### src/rtl/ram_arb_pkg.sv
// Shared encodings for the RAM arbiter: owner codes, FSM states, latency counter width.
package ram_arb_pkg;

  typedef enum logic [1:0] {
    OWN_NONE = 2'd0,
    OWN_VID  = 2'd1,
    OWN_CPU  = 2'd2,
    OWN_DMA  = 2'd3
  } owner_t;

  typedef enum logic [1:0] {
    ST_IDLE   = 2'd0,
    ST_ACCESS = 2'd1,
    ST_DONE   = 2'd2
  } state_t;

  localparam int LAT_CNT_W = 4;

endpackage

### src/rtl/ram_arb_prio.sv
// Fixed-priority winner selection (video > CPU > DMA) with a DMA starvation guard.
// The DMA path and skip counter exist only when RAM_ARB_DMA_EN is defined.
module ram_arb_prio
  import ram_arb_pkg::*;
#(
  parameter int DMA_MAX_SKIP = 4
) (
  input  logic   mclk28,
  input  logic   reset_in_n,
  input  logic   vid_req,
  input  logic   cpu_req,
  input  logic   dma_req,
  input  logic   grant,
  output owner_t winner
);

`ifdef RAM_ARB_DMA_EN
  localparam logic [3:0] SKIP_MAX = 4'(DMA_MAX_SKIP);

  logic [3:0] skip_cnt;

  always_comb begin
    winner = OWN_NONE;
    if (vid_req)
      winner = OWN_VID;
    else if (dma_req && (skip_cnt == SKIP_MAX))
      winner = OWN_DMA;
    else if (cpu_req)
      winner = OWN_CPU;
    else if (dma_req)
      winner = OWN_DMA;
  end

  // Counts CPU grants that bypassed a waiting DMA; video grants do not count.
  always_ff @(posedge mclk28 or negedge reset_in_n) begin
    if (!reset_in_n) begin
      skip_cnt <= '0;
    end else if (grant) begin
      if (winner == OWN_DMA)
        skip_cnt <= '0;
      else if ((winner == OWN_CPU) && dma_req && (skip_cnt != SKIP_MAX))
        skip_cnt <= skip_cnt + 4'd1;
    end
  end
`else
  localparam int unused_skip_max = DMA_MAX_SKIP;
  logic unused_prio;
  assign unused_prio = ^{mclk28, reset_in_n, dma_req, grant};

  always_comb begin
    winner = OWN_NONE;
    if (vid_req)
      winner = OWN_VID;
    else if (cpu_req)
      winner = OWN_CPU;
  end
`endif

endmodule

### src/rtl/ram_arbiter.sv
// Shares one RAM port between video, CPU and DMA requesters with a fixed-latency access FSM.
// Optional DMA port and starvation guard: RAM_ARB_DMA_EN.
module ram_arbiter
  import ram_arb_pkg::*;
#(
  parameter int AW           = 17,
  parameter int DW           = 8,
  parameter int LATENCY      = 2,
  parameter int DMA_MAX_SKIP = 4
) (
  input  logic          mclk28,
  input  logic          reset_in_n,
  input  logic          vid_req,
  input  logic [AW-1:0] vid_addr,
  output logic          vid_ack,
  output logic [DW-1:0] vid_rdata,
  input  logic          cpu_req,
  input  logic          cpu_we,
  input  logic          cpu_wprot,
  input  logic [AW-1:0] cpu_addr,
  input  logic [DW-1:0] cpu_wdata,
  output logic          cpu_ack,
  output logic [DW-1:0] cpu_rdata,
  input  logic          dma_req,
  input  logic          dma_we,
  input  logic [AW-1:0] dma_addr,
  input  logic [DW-1:0] dma_wdata,
  output logic          dma_ack,
  output logic [DW-1:0] dma_rdata,
  output logic          ram_cs,
  output logic          ram_we,
  output logic [AW-1:0] ram_addr,
  output logic [DW-1:0] ram_wdata,
  input  logic [DW-1:0] ram_rdata,
  output logic          busy,
  output logic [1:0]    owner,
  output logic [1:0]    dbg_state
);

  // Handshake: a requester raises req with addr/we/wdata stable and holds them until
  // its one-cycle ack; req still high in the following IDLE cycle is a new access.

  localparam logic [LAT_CNT_W-1:0] LAST_CNT = LAT_CNT_W'(LATENCY - 1);

  state_t                 state_q, state_d;
  owner_t                 owner_q, winner;
  logic [LAT_CNT_W-1:0]   lat_cnt;
  logic                   we_q;
  logic                   grant;
  logic                   last_beat;

  assign grant     = (state_q == ST_IDLE);
  assign last_beat = (state_q == ST_ACCESS) && (lat_cnt == LAST_CNT);

  ram_arb_prio #(
    .DMA_MAX_SKIP (DMA_MAX_SKIP)
  ) u_prio (
    .mclk28     (mclk28),
    .reset_in_n (reset_in_n),
    .vid_req    (vid_req),
    .cpu_req    (cpu_req),
    .dma_req    (dma_req),
    .grant      (grant),
    .winner     (winner)
  );

  always_ff @(posedge mclk28 or negedge reset_in_n) begin
    if (!reset_in_n)
      state_q <= ST_IDLE;
    else
      state_q <= state_d;
  end

  always_comb begin
    state_d = state_q;
    case (state_q)
      ST_IDLE:   if (winner != OWN_NONE) state_d = ST_ACCESS;
      ST_ACCESS: if (last_beat) state_d = ST_DONE;
      ST_DONE:   state_d = ST_IDLE;
      default:   state_d = ST_IDLE;
    endcase
  end

  always_ff @(posedge mclk28 or negedge reset_in_n) begin
    if (!reset_in_n) begin
      owner_q   <= OWN_NONE;
      lat_cnt   <= '0;
      we_q      <= 1'b0;
      ram_addr  <= '0;
      ram_wdata <= '0;
      vid_rdata <= '0;
      cpu_rdata <= '0;
    end else begin
      case (state_q)
        ST_IDLE: begin
          lat_cnt <= '0;
          if (winner != OWN_NONE)
            owner_q <= winner;
          case (winner)
            OWN_VID: begin
              ram_addr <= vid_addr;
              we_q     <= 1'b0;
            end
            OWN_CPU: begin
              ram_addr  <= cpu_addr;
              ram_wdata <= cpu_wdata;
              we_q      <= cpu_we;
            end
            OWN_DMA: begin
              ram_addr  <= dma_addr;
              ram_wdata <= dma_wdata;
              we_q      <= dma_we;
            end
            default: ;
          endcase
        end
        ST_ACCESS: begin
          lat_cnt <= lat_cnt + 1'b1;
          if (last_beat) begin
            if (owner_q == OWN_VID) vid_rdata <= ram_rdata;
            if (owner_q == OWN_CPU) cpu_rdata <= ram_rdata;
          end
        end
        ST_DONE: begin
          owner_q <= OWN_NONE;
          we_q    <= 1'b0;
        end
        default: ;
      endcase
    end
  end

`ifdef RAM_ARB_DMA_EN
  logic [DW-1:0] dma_rdata_q;

  always_ff @(posedge mclk28 or negedge reset_in_n) begin
    if (!reset_in_n)
      dma_rdata_q <= '0;
    else if (last_beat && (owner_q == OWN_DMA))
      dma_rdata_q <= ram_rdata;
  end

  assign dma_ack   = (state_q == ST_DONE) && (owner_q == OWN_DMA);
  assign dma_rdata = dma_rdata_q;
`else
  assign dma_ack   = 1'b0;
  assign dma_rdata = '0;
`endif

  // A write-protected CPU write still runs the cycle, just without the strobe.
  assign ram_cs    = (state_q == ST_ACCESS);
  assign ram_we    = ram_cs && we_q && !((owner_q == OWN_CPU) && cpu_wprot);
  assign vid_ack   = (state_q == ST_DONE) && (owner_q == OWN_VID);
  assign cpu_ack   = (state_q == ST_DONE) && (owner_q == OWN_CPU);
  assign busy      = (state_q != ST_IDLE);
  assign owner     = owner_q;
  assign dbg_state = state_q;

endmodule

### config.mk
export PLATFORM = sky130hd
export DESIGN_NAME = ram_arbiter
export DESIGN_NICKNAME = d
export VERILOG_FILES = /design/src/rtl/ram_arb_pkg.sv /design/src/rtl/ram_arb_prio.sv /design/src/rtl/ram_arbiter.sv
export SDC_FILE = /design/constraint.sdc
export NUM_CORES = 1
export LEC_CHECK = 0
export CAP_MARGIN = 20
export CORE_MARGIN = 1.5
export CORE_UTILIZATION = 34
export CTS_CLUSTER_DIAMETER = 80
export CTS_CLUSTER_SIZE = 20
export DETAILED_ROUTE_END_ITERATION = 8
export PLACE_DENSITY = 0.81
export SLEW_MARGIN = 40
export SYNTH_ARGS = -nofsm -noshare
export SYNTH_HDL_FRONTEND = slang
export SYNTH_SLANG_ARGS = --single-unit
### constraint.sdc
create_clock -name mclk28 -period 1.4 [get_ports mclk28]
set_input_delay 0.35 -clock mclk28 [delete_from_list [all_inputs] [get_ports mclk28]]
set_output_delay 0.35 -clock mclk28 [all_outputs]
set_load 0.005 [all_outputs]
**Yosys cells after proc, flatten, opt, wreduce, memory -nomap -nowiden**

Cells that the tools add are included.

- Add/sub/neg operators: 1
- Equal/unequal tests: 11
- Mux-type cells: 12
- Reduce and logical (&&, ||, !) cells: 21

Operator list:

| kind | count |
|---|---|
| 17-bit one-hot mux with 3 select lines | 1 |
| 8-bit one-hot mux with 2 select lines | 1 |
| 2-bit 2-to-1 mux | 5 |
| 2-bit AND reduction | 5 |
| 2-bit nonzero test | 5 |
| 2-bit == test, second input constant | 4 |
| 2-bit one-hot mux with 2 select lines | 2 |
| 4-bit one-hot mux with 2 select lines | 1 |
| 2-bit by 1-bit == test with 1-bit output, second input constant | 3 |
| 1-bit logical AND | 6 |
| 3-bit AND reduction | 2 |
| 4-bit by 1-bit adder with 4-bit output, second input constant | 1 |
| 4-bit by 1-bit == test with 1-bit output, second input constant | 1 |
| 2-bit by 1-bit != test with 1-bit output, second input constant | 2 |
| 4-bit by 1-bit != test with 1-bit output, second input constant | 1 |
| 1-bit one-hot mux with 3 select lines | 1 |
| 3-bit nonzero test | 1 |
| 2-bit zero test | 1 |
| 1-bit one-hot mux with 2 select lines | 1 |
| 1-bit zero test | 1 |

- Bits in registers: 50
- Bits of input ports: 83

**Longest topological paths before layout**

Gate-level depths: netlist of run 1.

- Depth after elaboration: 5
- Depth in mapped cells: 5
- Mapped depth without buffers: 5

**Modules after synthesis**

From an unflattened synthesis of run 1, not the netlist that was laid out.

- Cells, all modules: 241
- Area total of the unflattened synthesis: 2542.4 sq um

Modules (own cells, without submodules):

| module | times used | cells each | area each (sq um) | sequential area each (sq um) |
|---|---|---|---|---|
| ram_arbiter | 1 | 239 | 2521.2 | 1251.2 |
| ram_arb_prio | 1 | 2 | 21.3 | 0.0 |

**Least setup slack after synthesis of run 1**

OpenSTA, ideal clock, no wires.

- Path kind: register to register
- From: reg state_q[0] (netlist: dbg_state[0])
- To: reg ram_addr[7]
- Library setup time: 0.128 ns
- Arrival time: 1.456 ns
- Setup slack: -0.184 ns
- Cell stages (with the launch flop): 6
- Path buffers: 2
- Period minus slack after synthesis: 1.584 ns
- Cell sequence: dfrtp_1 > or2_1 > buf_6 > nor2_8 > buf_8 > mux2_1

- Word-level cells in the longest chain between the ends: 2

Ends and longest elaborated chain:

| item | RTL line | text |
|---|---|---|
| from (decl) | ram_arbiter.sv:45 | `state_t state_q, state_d;` |
| from (signal assigned) | ram_arbiter.sv:71 | `state_q <= state_d;` |
| 2-bit zero test | ram_arbiter.sv:94 | `case (state_q)` |
| 2-bit AND reduction (no source line) | - |  |
| to (signal assigned) | ram_arbiter.sv:101 | `ram_addr <= vid_addr;` |
| to (signal assigned) | ram_arbiter.sv:105 | `ram_addr <= cpu_addr;` |
| to (signal assigned) | ram_arbiter.sv:110 | `ram_addr <= dma_addr;` |
| to (decl) | ram_arbiter.sv:32 | `output logic [AW-1:0] ram_addr,` |

Every way passes these cells.
A chain may end at the register's enable or synchronous reset.

**Worst setup path after layout of run 1**

- From: reg state_q[1] (netlist: dbg_state[1])
- To: out ram_we

- Word-level cells in the longest chain between the ends: 3

Ends and longest elaborated chain:

| item | RTL line | text |
|---|---|---|
| 2-bit by 1-bit == test with 1-bit output | ram_arbiter.sv:151 | `assign ram_cs = (state_q == ST_ACCESS);` |
| 1-bit logical AND (2 in a row) | ram_arbiter.sv:152 | `assign ram_we = ram_cs && we_q && !((owner_q == OWN_CPU) && cpu_wprot);` |
| to (decl) | ram_arbiter.sv:31 | `output logic ram_we,` |

Every way passes these cells.

==> impl_metrics.json, run 1 <==
{
  "status": "finished, violations left",
  "violations": "setup timing",
  "grt_remaining_overflow": 0,
  "final_util_pct": 61.04,
  "holdBufCountCts": 0,
  "antenna_left": 0,
  "r2r_start": "dbg_state[1]",
  "fin_crit_ns": 1.719,
  "port_buffers": 105,
  "synth-compound-area-share_pct": 3.209,
  "max-vdd-ir-drop_uv": 1146,
  "yosys.area_share.adder_pct": 1.035,
  "hold_ws_ns": 0.02289,
  "crit_type": "flip-flop to output port",
  "grt_use_met1_pct": 19.17,
  "p_per_area_mw_per_mm2": 1965,
  "layout_setup_ws_ns": -0.3194,
  "fin_setup_tns_ns": -11.47,
  "netlist_area_sq_mm": 0.002417,
  "vias_per_cell": 4.437,
  "finalPower_mw": 8.195,
  "first_pass_iters": 4,
  "synth-simple-area-share_pct": 7.919,
  "yosysWarnings": 0,
  "setup_viol": 48,
  "critPathCaptureType": "output port",
  "critPathMaxFanout": 3,
  "yosys_register_bits": 50,
  "synthMuxAreaShare_pct": 29.81,
  "drv_cap": 0,
  "yosys-top-cells-count": "dfrtp_1, mux2_2, mux2_4",
  "dp_hpwl_um": 4098,
  "final.period_utilization_pct": 122.8,
  "grt_pass1_wl_um": 9370,
  "num_vias": 1868,
  "cts_root_buf": "clkbuf_8",
  "cp-startpoint": "dbg_state[1]",
  "cts.clk_slew.worst_paths_ns": 0.09,
  "met2_usage_pct": 29.09,
  "clkSinkCount": 50,
  "cts_tree": "done",
  "arrival_ns": 1.37,
  "place.gp.congestion": 0.7484,
  "synth_area_leaders": "dfrtp_1, mux2_2, mux2_4, buf_4, ha_1",
  "synth_edf_count": 0,
  "grt_usage_pct": 15.93,
  "start_util_pct": 35.38,
  "drc": 0,
  "area.sequential_sq_mm": 0.001252,
  "rows": 30,
  "cts_buffers": 5,
  "drt_first_iter_violations": 49,
  "multiInputGateArea_sq_mm": 0.001149,
  "yosys.area_share.xor_xnor_pct": 0,
  "area_growth_pct": 72.52,
  "synth_ff_type": "dfrtp_1",
  "synth_top_area_cell": "dfrtp_1",
  "grt_max_degree": 51,
  "first_global_vias": 1995,
  "finClkSkew_ns": 0.005245,
  "htreeDepth": 2,
  "clk_path_buf_depth": 2,
  "cp.required_ns": 1.05,
  "synth_cell_types": 37,
  "async_flop_share_pct": 100.0,
  "static-leakage-power_nw": 1.973,
  "dieArea_sq_mm": 0.007625,
  "grt_use_met3_pct": 3.602,
  "die_w_um": 87.32,
  "synthMostInstantiatedCell": "dfrtp_1",
  "antenna_cells": 0,
  "core_sq_mm": 0.006832,
  "top_usage_layer": "met2",
  "wirelength_um": 6175,
  "preCtsSetupSlack_ns": -0.5310,
  "rsz0062_at_grt": "true",
  "hold_viol_final": 0,
  "fmax_mhz": 581.6,
  "antenna_found_initial": 0,
  "synth_top_family_by_area": "multiplexers",
  "maxSlewViolCount": 0,
  "nets": 409,
  "drive_above_1_share_pct": 44.00,
  "hp-class": "input pin to async pin",
  "clk_latency_ns": 0.30,
  "ios": 142,
  "yosysTopAreaCellShare_pct": 51.76,
  "wl_per_cell_um": 14.67,
  "syn_area_per_cell_sq_um": 14.56,
  "fp.dieH_um": 87.32,
  "nFillCells": 550,
  "yosysSeqAreaShare_pct": 51.76,
  "syn-instance-count": 166,
  "critPathLaunchType": "flip-flop"
}
## metal layers
| layer | up-vias | wire length, um | share of wire [%] |
|---|---|---|---|
| li1 | 888 | - | - |
| met1 | 914 | 2594 | 42 |
| met2 | 62 | 3203 | 52 |
| met3 | 4 | 351 | 5.7 |
| met4 | 0 | 25 | 0.40 |
| met5 | - | 0 | 0 |
## cells by family after synthesis
| logic type | after synthesis |
|---|---|
| mux | 58 |
| fa+ha+maj | 2 |
| buf+inv | 19 |
| flops | 50 |
| other cells | 1 |
| compound gates | 12 |
| simple gates | 24 |
## final timing paths
check,end,slack [ns],depth (start not counted)
worst min-delay path,ram_wdata[2],0.02,2
worst max-delay path,ram_we,-0.32,6
min in group mclk28,vid_rdata[3],0.51,1
worst max register to register,ram_wdata[7],-0.30,7
worst min register to register,vid_rdata[3],0.51,1
max in group asynchronous,dbg_state[0],1.13,2
## report_power, final
group	total, mW	internal, mW	switching [mW]	leakage [nW]
registers	2.53	2.17	0.363	0.593
clock network	1.02	0.534	0.484	0.0514
logic	4.65	3.06	1.59	1.33
## flip-flops by register name (all words and copies together) (netlist names)
register	cells
vid_rdata	8
owner	2
dbg_state	2
ram_wdata	8
ram_addr	17
we_q	1
cpu_rdata	8
lat_cnt	4
## critical path, cell delays in order, from the launching register on
cell and delay [ns]:
dfrtp_1 0.42, buf_6 0.13, nand2b_4 0.15, inv_4 0.06
nand2_2 0.05, a31oi_1 0.13, buf_2 0.13
## final cells by class
type,instances,area share [%]
Clock buffer,6,1.740
Clock inverter,2,0.9001
Inverter,5,0.5101
Multi-Input combinational cell,105,27.54
Sequential cell,50,30.03
Tap cell,96,2.880
Timing Repair Buffer,157,36.39
## through the flow
stage / cells / cell area [sq um]
floorplan: 174 / 2491
global placement: 386 / 3766
detailed placement: 386 / 3766
CTS: 418 / 4074
global route: 421 / 4170
finish: 421 / 4170
## placed cells by master (no fill, tap or decap), drive strengths merged
cell and n:
nand4b 1, nor2 4, o22a 1, nor3b 2, clkdlybuf4s50 54, nand2b 2, a31oi 1, nor2b 2
and2 1, conb 9, inv 5, a2bb2oi 1, dlygate4sd2 41, buf 60, or2 1, o31ai 1
nand2 6, clkinvlp 1, a21oi 2, dfrtp 50, nor4b 1, and4 1, nand3 2, o21ai 3
bufinv 1, ha 2, nand4 1, mux2 58, o311ai 1, clkbuf 8, o22ai 2
## what timing repair did
item | in CTS | in global routing
gates resized for setup | 96 | 17
setup endpoints to repair | 91 | 51
setup buffers | 24 | 4
cloned | 1 | 2
pin swaps | 3 | 7
(Power assumes the default switching activity.)
==> run 2, diff against run 1 <==
- ABC_AREA: default -> 1
==> impl_metrics.json, run 2 <==
{
  "first_global_vias": 2223,
  "cts_buffers": 5,
  "drt_first_iter_violations": 138,
  "yosys.area_share.adder_pct": 1.024,
  "area_growth_pct": 73.44,
  "place_inst": 511,
  "grt_pass1_wl_um": 10030,
  "die_w_um": 87.80,
  "first_pass_iters": 4,
  "crit_type": "flip-flop to output port",
  "drv_cap": 0,
  "violations": "setup timing",
  "fin_crit_ns": 1.592,
  "cts.clk_slew.worst_paths_ns": 0.09,
  "drc": 0,
  "syn_area_per_cell_sq_um": 8.373,
  "antenna_cells": 0,
  "syn-instance-count": 292,
  "p_per_area_mw_per_mm2": 1972,
  "largest_register": "ram_addr",
  "dp_hpwl_um": 4746,
  "synth_cell_types": 25,
  "largest_reg_flops": 17,
  "synth_area_leaders": "dfrtp_1, nand2_1, nand4_1, o21ai_2, inv_1",
  "final.period_utilization_pct": 113.7,
  "yosys-top-cells-count": "nand2_1, dfrtp_1, inv_1",
  "synth_top_area_cell": "dfrtp_1",
  "critPathMaxFanout": 3,
  "place.gp.congestion": 0.8715,
  "grt_max_degree": 21,
  "clk_path_buf_depth": 2,
  "finalPower_mw": 8.363,
  "yosys.area_share.xor_xnor_pct": 0,
  "clkSinkCount": 50,
  "ios": 142,
  "synth-simple-area-share_pct": 30.30,
  "wl_per_cell_um": 13.09,
  "synthMuxAreaShare_pct": 0,
  "final_util_pct": 61.73,
  "maxSlewViolCount": 0,
  "start_util_pct": 35.59,
  "static-leakage-power_nw": 2.136,
  "hold_viol_final": 0,
  "synth_ff_type": "dfrtp_1",
  "layout.cells.non_filler": 548,
  "netlist_area_sq_mm": 0.002445,
  "synth_edf_count": 0,
  "status": "finished, violations left",
  "rows": 30,
  "yosysWarnings": 0,
  "drive_above_1_share_pct": 28.76,
  "synth-compound-area-share_pct": 7.574,
  "yosysSeqAreaShare_pct": 51.18,
  "async_flop_share_pct": 100.0,
  "fp.dieH_um": 87.80,
  "synth_top_family_by_area": "simple AND/OR/NAND/NOR gates",
  "rsz0062_at_grt": "true",
  "finClkSkew_ns": 0.009700,
  "grt_remaining_overflow": 0,
  "core_sq_mm": 0.006869,
  "synthMostInstantiatedCell": "nand2_1",
  "port_buffers": 105,
  "grt_usage_pct": 16.74,
  "hp-class": "flip-flop to flip-flop",
  "setup_viol": 18,
  "yosysTopAreaCellShare_pct": 51.18,
  "antenna_left": 0,
  "htreeDepth": 2,
  "antenna_found_initial": 0,
  "critPathLaunchType": "flip-flop",
  "fmax_mhz": 628.0,
  "num_vias": 2497,
  "nets": 536,
  "mostFrequentLayoutCell": "nand2_1",
  "dieArea_sq_mm": 0.007709,
  "cts_root_buf": "clkbuf_8",
  "arrival_ns": 1.24,
  "clk_latency_ns": 0.31,
  "max-vdd-ir-drop_uv": 704.8,
  "final_cell_mix": "nand2_1, clkdlybuf4s50_1, dfrtp_1, dlygate4sd2_1, buf_4",
  "cts_tree": "done",
  "cp.required_ns": 1.05,
  "critPathCaptureType": "output port",
  "nFillCells": 595,
  "yosys_register_bits": 50,
  "layout_setup_ws_ns": -0.1923,
  "vias_per_cell": 4.557,
  "wirelength_um": 7171
}
-- run 2: cell count changes after synthesis, moves of 3 or more --
cell / before / now
mux2_2: 39 / 0
nor3_1: 0 / 3
o21ai_0: 3 / 10
inv_1: 4 / 25
nor2_2: 0 / 3
buf_4: 9 / 12
nand4_1: 0 / 17
mux2_4: 18 / 0
nor2_1: 2 / 18
o21ai_2: 0 / 11
o21ai_1: 0 / 4
nand2_1: 6 / 115
-- run 2: kinds of logic after synthesis --
family                   after synthesis
buffers and inverters                 45
AO/OA/AOI/OAI                         28
other                                  1
adder cells (fa/ha/maj)                2
AND/OR/NAND/NOR                      166
flip-flops                            50
-- run 2: final cells by class --
| cell class | instances | area, sq um | area share, % |
|---|---|---|---|
| inverters | 28 | 112.6 | 2.656 |
| well taps | 96 | 120.1 | 2.833 |
| clock inverters | 3 | 25.02 | 0.5901 |
| multi-input cells | 207 | 1129 | 26.62 |
| flip-flops and latches | 50 | 1254 | 29.57 |
| repair buffers | 159 | 1531 | 36.12 |
| clock buffers | 5 | 68.82 | 1.623 |
-- run 2: worst paths after layout --
| check | startpoint | endpoint | slack (ns) | cells after the start |
|---|---|---|---|---|
| setup reg to reg | dbg_state[0] | ram_addr[4] | -0.06 | 8 |
| hold reg to reg | ram_wdata[1] | ram_wdata[1] | 0.48 | 2 |
| min in group asynchronous | reset_in_n | owner[1] | 0.50 | 2 |
| hold / removal | ram_wdata[1] | ram_wdata[1] | 0.48 | 2 |
| max in group asynchronous | reset_in_n | ram_addr[7] | 0.27 | 3 |
| setup / recovery | dbg_state[1] | ram_we | -0.19 | 4 |
-- run 2: power by group --
group / switching (mW) / internal (mW)
clock: 0.518 / 0.362
sequential: 0.419 / 2.15
combinational: 2.27 / 2.64
-- run 2: per-stage QoR --
stage | cell area [sq um] | setup slack (ns) | hold WS [ns] | TNS [ns]
5_1_grt | 4240 | -0.2256 | 0.5036 | -2.676
6_report | 4240 | -0.1923 | 0.4750 | -1.190
3_5_place_dp | 3779 | -0.4969 | 0.3077 | -5.794
2_1_floorplan | 2481 | 0.04143 | 0.05441 | 0
4_1_cts | 3973 | -0.1652 | 0.4828 | -0.5373
3_3_place_gp | 3779 | -0.4469 | 0.2997 | -5.170
-- run 2: what timing repair did --
action                     4_1_cts  5_1_grt
resized for setup               92       46
setup buffers                   18        7
pin swaps                        0       16
cloned                           0        3
hold endpoints to repair        14        0
setup endpoints to repair       65       42
hold buffers                     1        0
-- run 2: per-layer routing --
layer  track usage (%)  vias to the layer above  wire length [um]
li1                  -                     1235                 -
met5                 0                        -                 0
met2             28.52                      121              3526
met1             20.05                     1127              2875
met4             5.339                        0               164
met3             5.372                       14               604
-- run 2: worst max-delay path, cell delays in order (launching register included) --
cell and delay, ns:
dfrtp_2 0.45, nor2_4 0.14, inv_2 0.06, a211oi_2 0.15, buf_2 0.15
==> run 3, diff against run 2 <==
==> constraint.sdc (replaced) <==
create_clock -name mclk28 -period 1.4 [get_ports mclk28]
set_input_delay 0.28 -clock mclk28 [delete_from_list [all_inputs] [get_ports mclk28]]
set_output_delay 0.28 -clock mclk28 [all_outputs]
set_load 0.005 [all_outputs]
==> impl_metrics.json, run 3 (same netlist as run 2, synthesis figures left out) <==
{
  "rows": 30,
  "largest_register": "ram_addr",
  "rr_endpoint": "ram_addr[0]",
  "grt_usage_pct": 18.13,
  "cp.required_ns": 1.12,
  "dr_wl_met2_um": 3724,
  "critPathMaxFanout": 3,
  "mostFrequentLayoutCell": "nand2_1",
  "die_w_um": 87.80,
  "finClkSkew_ns": 0.007629,
  "wl_per_cell_um": 13.04,
  "violations": "setup timing",
  "clk_path_buf_depth": 2,
  "static-leakage-power_nw": 2.123,
  "fp.dieH_um": 87.80,
  "hold_path_end": "ram_wdata[7]",
  "antenna_found_initial": 0,
  "vias_per_cell": 4.597,
  "whs_path_depth": 2,
  "drc": 0,
  "wirelength_um": 7052,
  "fin_crit_ns": 1.498,
  "grt_pass1_wl_um": 10900,
  "fmax_mhz": 667.6,
  "grt_remaining_overflow": 0,
  "worstRegToRegCells": 7,
  "final_cell_mix": "nand2_1, clkdlybuf4s50_1, dfrtp_1, dlygate4sd2_1, buf_4",
  "arrival_ns": 1.22,
  "setup_viol": 4,
  "start_util_pct": 35.59,
  "met3_length_um": 527,
  "num_vias": 2487,
  "final.period_utilization_pct": 107.0,
  "ios": 142,
  "status": "finished, violations left",
  "layout_setup_ws_ns": -0.09784,
  "antenna_cells": 0,
  "clk_latency_ns": 0.31,
  "preCtsSetupSlack_ns": -0.4057,
  "antenna_left": 0,
  "maxSlewViolCount": 0,
  "htreeDepth": 2,
  "drv_cap": 0,
  "finalPower_mw": 8.477,
  "hold_viol_final": 0,
  "hp-class": "flip-flop to flip-flop",
  "min_from": "ram_wdata[7]",
  "cts.clk_slew.worst_paths_ns": 0.09,
  "port_buffers": 105,
  "first_pass_iters": 4,
  "final_util_pct": 61.57,
  "nets": 529,
  "dieArea_sq_mm": 0.007709,
  "core_sq_mm": 0.006869,
  "drt_first_iter_violations": 118,
  "cts_tree": "done",
  "p_per_area_mw_per_mm2": 2004,
  "wl_met1_um": 2725,
  "first_global_vias": 2379,
  "highest_layer": "met4",
  "crit_type": "flip-flop to output port",
  "clkSinkCount": 50,
  "drive_above_1_share_pct": 26.97,
  "area_growth_pct": 72.98,
  "cts_buffers": 5,
  "critPathLaunchType": "flip-flop",
  "place.gp.congestion": 0.8690,
  "cts_root_buf": "clkbuf_8",
  "r2r_start": "dbg_state[1]",
  "grt_max_degree": 51,
  "largest_reg_flops": 17,
  "critPathCaptureType": "output port",
  "rrSetupSlack_ns": 0.02,
  "max-vdd-ir-drop_uv": 719.3,
  "rsz0062_at_grt": "true",
  "dp_hpwl_um": 4731
}
## run 3: how the worst max path moves through the flow
stage | slack [ns] | end | startpoint | depth (start not counted)
after floorplan | 0.06 | ram_we | dbg_state[1] | 4
after global placement | -0.33 | ram_we | cpu_wprot | 3
after detailed placement | -0.41 | ram_we | cpu_wprot | 3
after CTS | -0.14 | cpu_ack | dbg_state[0] | 4
after global routing | -0.16 | ram_we | dbg_state[0] | 5
final | -0.1 | ram_we | dbg_state[0] | 5
## run 3: what timing repair did
action                                 in CTS  in global routing
setup endpoints to repair                  53                 52
buffers inserted                           15                  7
pin swaps                                   4                 14
endpoints found under the hold margin      50                  0
gates cloned                                4                  0
resized for setup                          89                 53
hold buffers                                1                  0
## run 3: worst max-delay path, stage by stage (launching register included)
cell	delay, ns
dfrtp_1	0.37
inv_2	0.08
nor2_4	0.13
inv_2	0.05
a211oi_2	0.14
buf_2	0.14
## run 3: cell type report
class | instances | area, sq um
fillers | 605 | 2640
clock inverters | 3 | 45.04
well taps | 96 | 120.1
repair buffers | 152 | 1475
flip-flops and latches | 50 | 1254
inverters | 28 | 110.1
multi-input cells | 207 | 1156
clock buffers | 5 | 68.82
## run 3: power by group
| group | leakage (nW) | internal, mW | switching (mW) | total [mW] |
|---|---|---|---|---|
| clock | 0.0504 | 0.532 | 0.501 | 1.03 |
| combinational | 1.47 | 2.58 | 2.25 | 4.83 |
| sequential | 0.607 | 2.15 | 0.462 | 2.61 |
## run 3: layer usage
| metal | GRT usage [%] | vias up |
|---|---|---|
| met5 | 0 | - |
| met4 | 3.896 | 0 |
| met3 | 4.430 | 14 |
| met2 | 34.00 | 117 |
| met1 | 20.72 | 1144 |
| li1 | - | 1212 |
## run 3: through the flow
stage          std cells  hold slack, ns  area, sq um  setup TNS [ns]
2_1_floorplan        300        -0.01559         2475               0
3_3_place_gp         509          0.2880         3745          -2.936
3_5_place_dp         509          0.2917         3745          -3.478
4_1_cts              537          0.4779         4060          -1.985
5_1_grt              541          0.4860         4229          -1.032
6_report             541          0.4730         4229         -0.2053
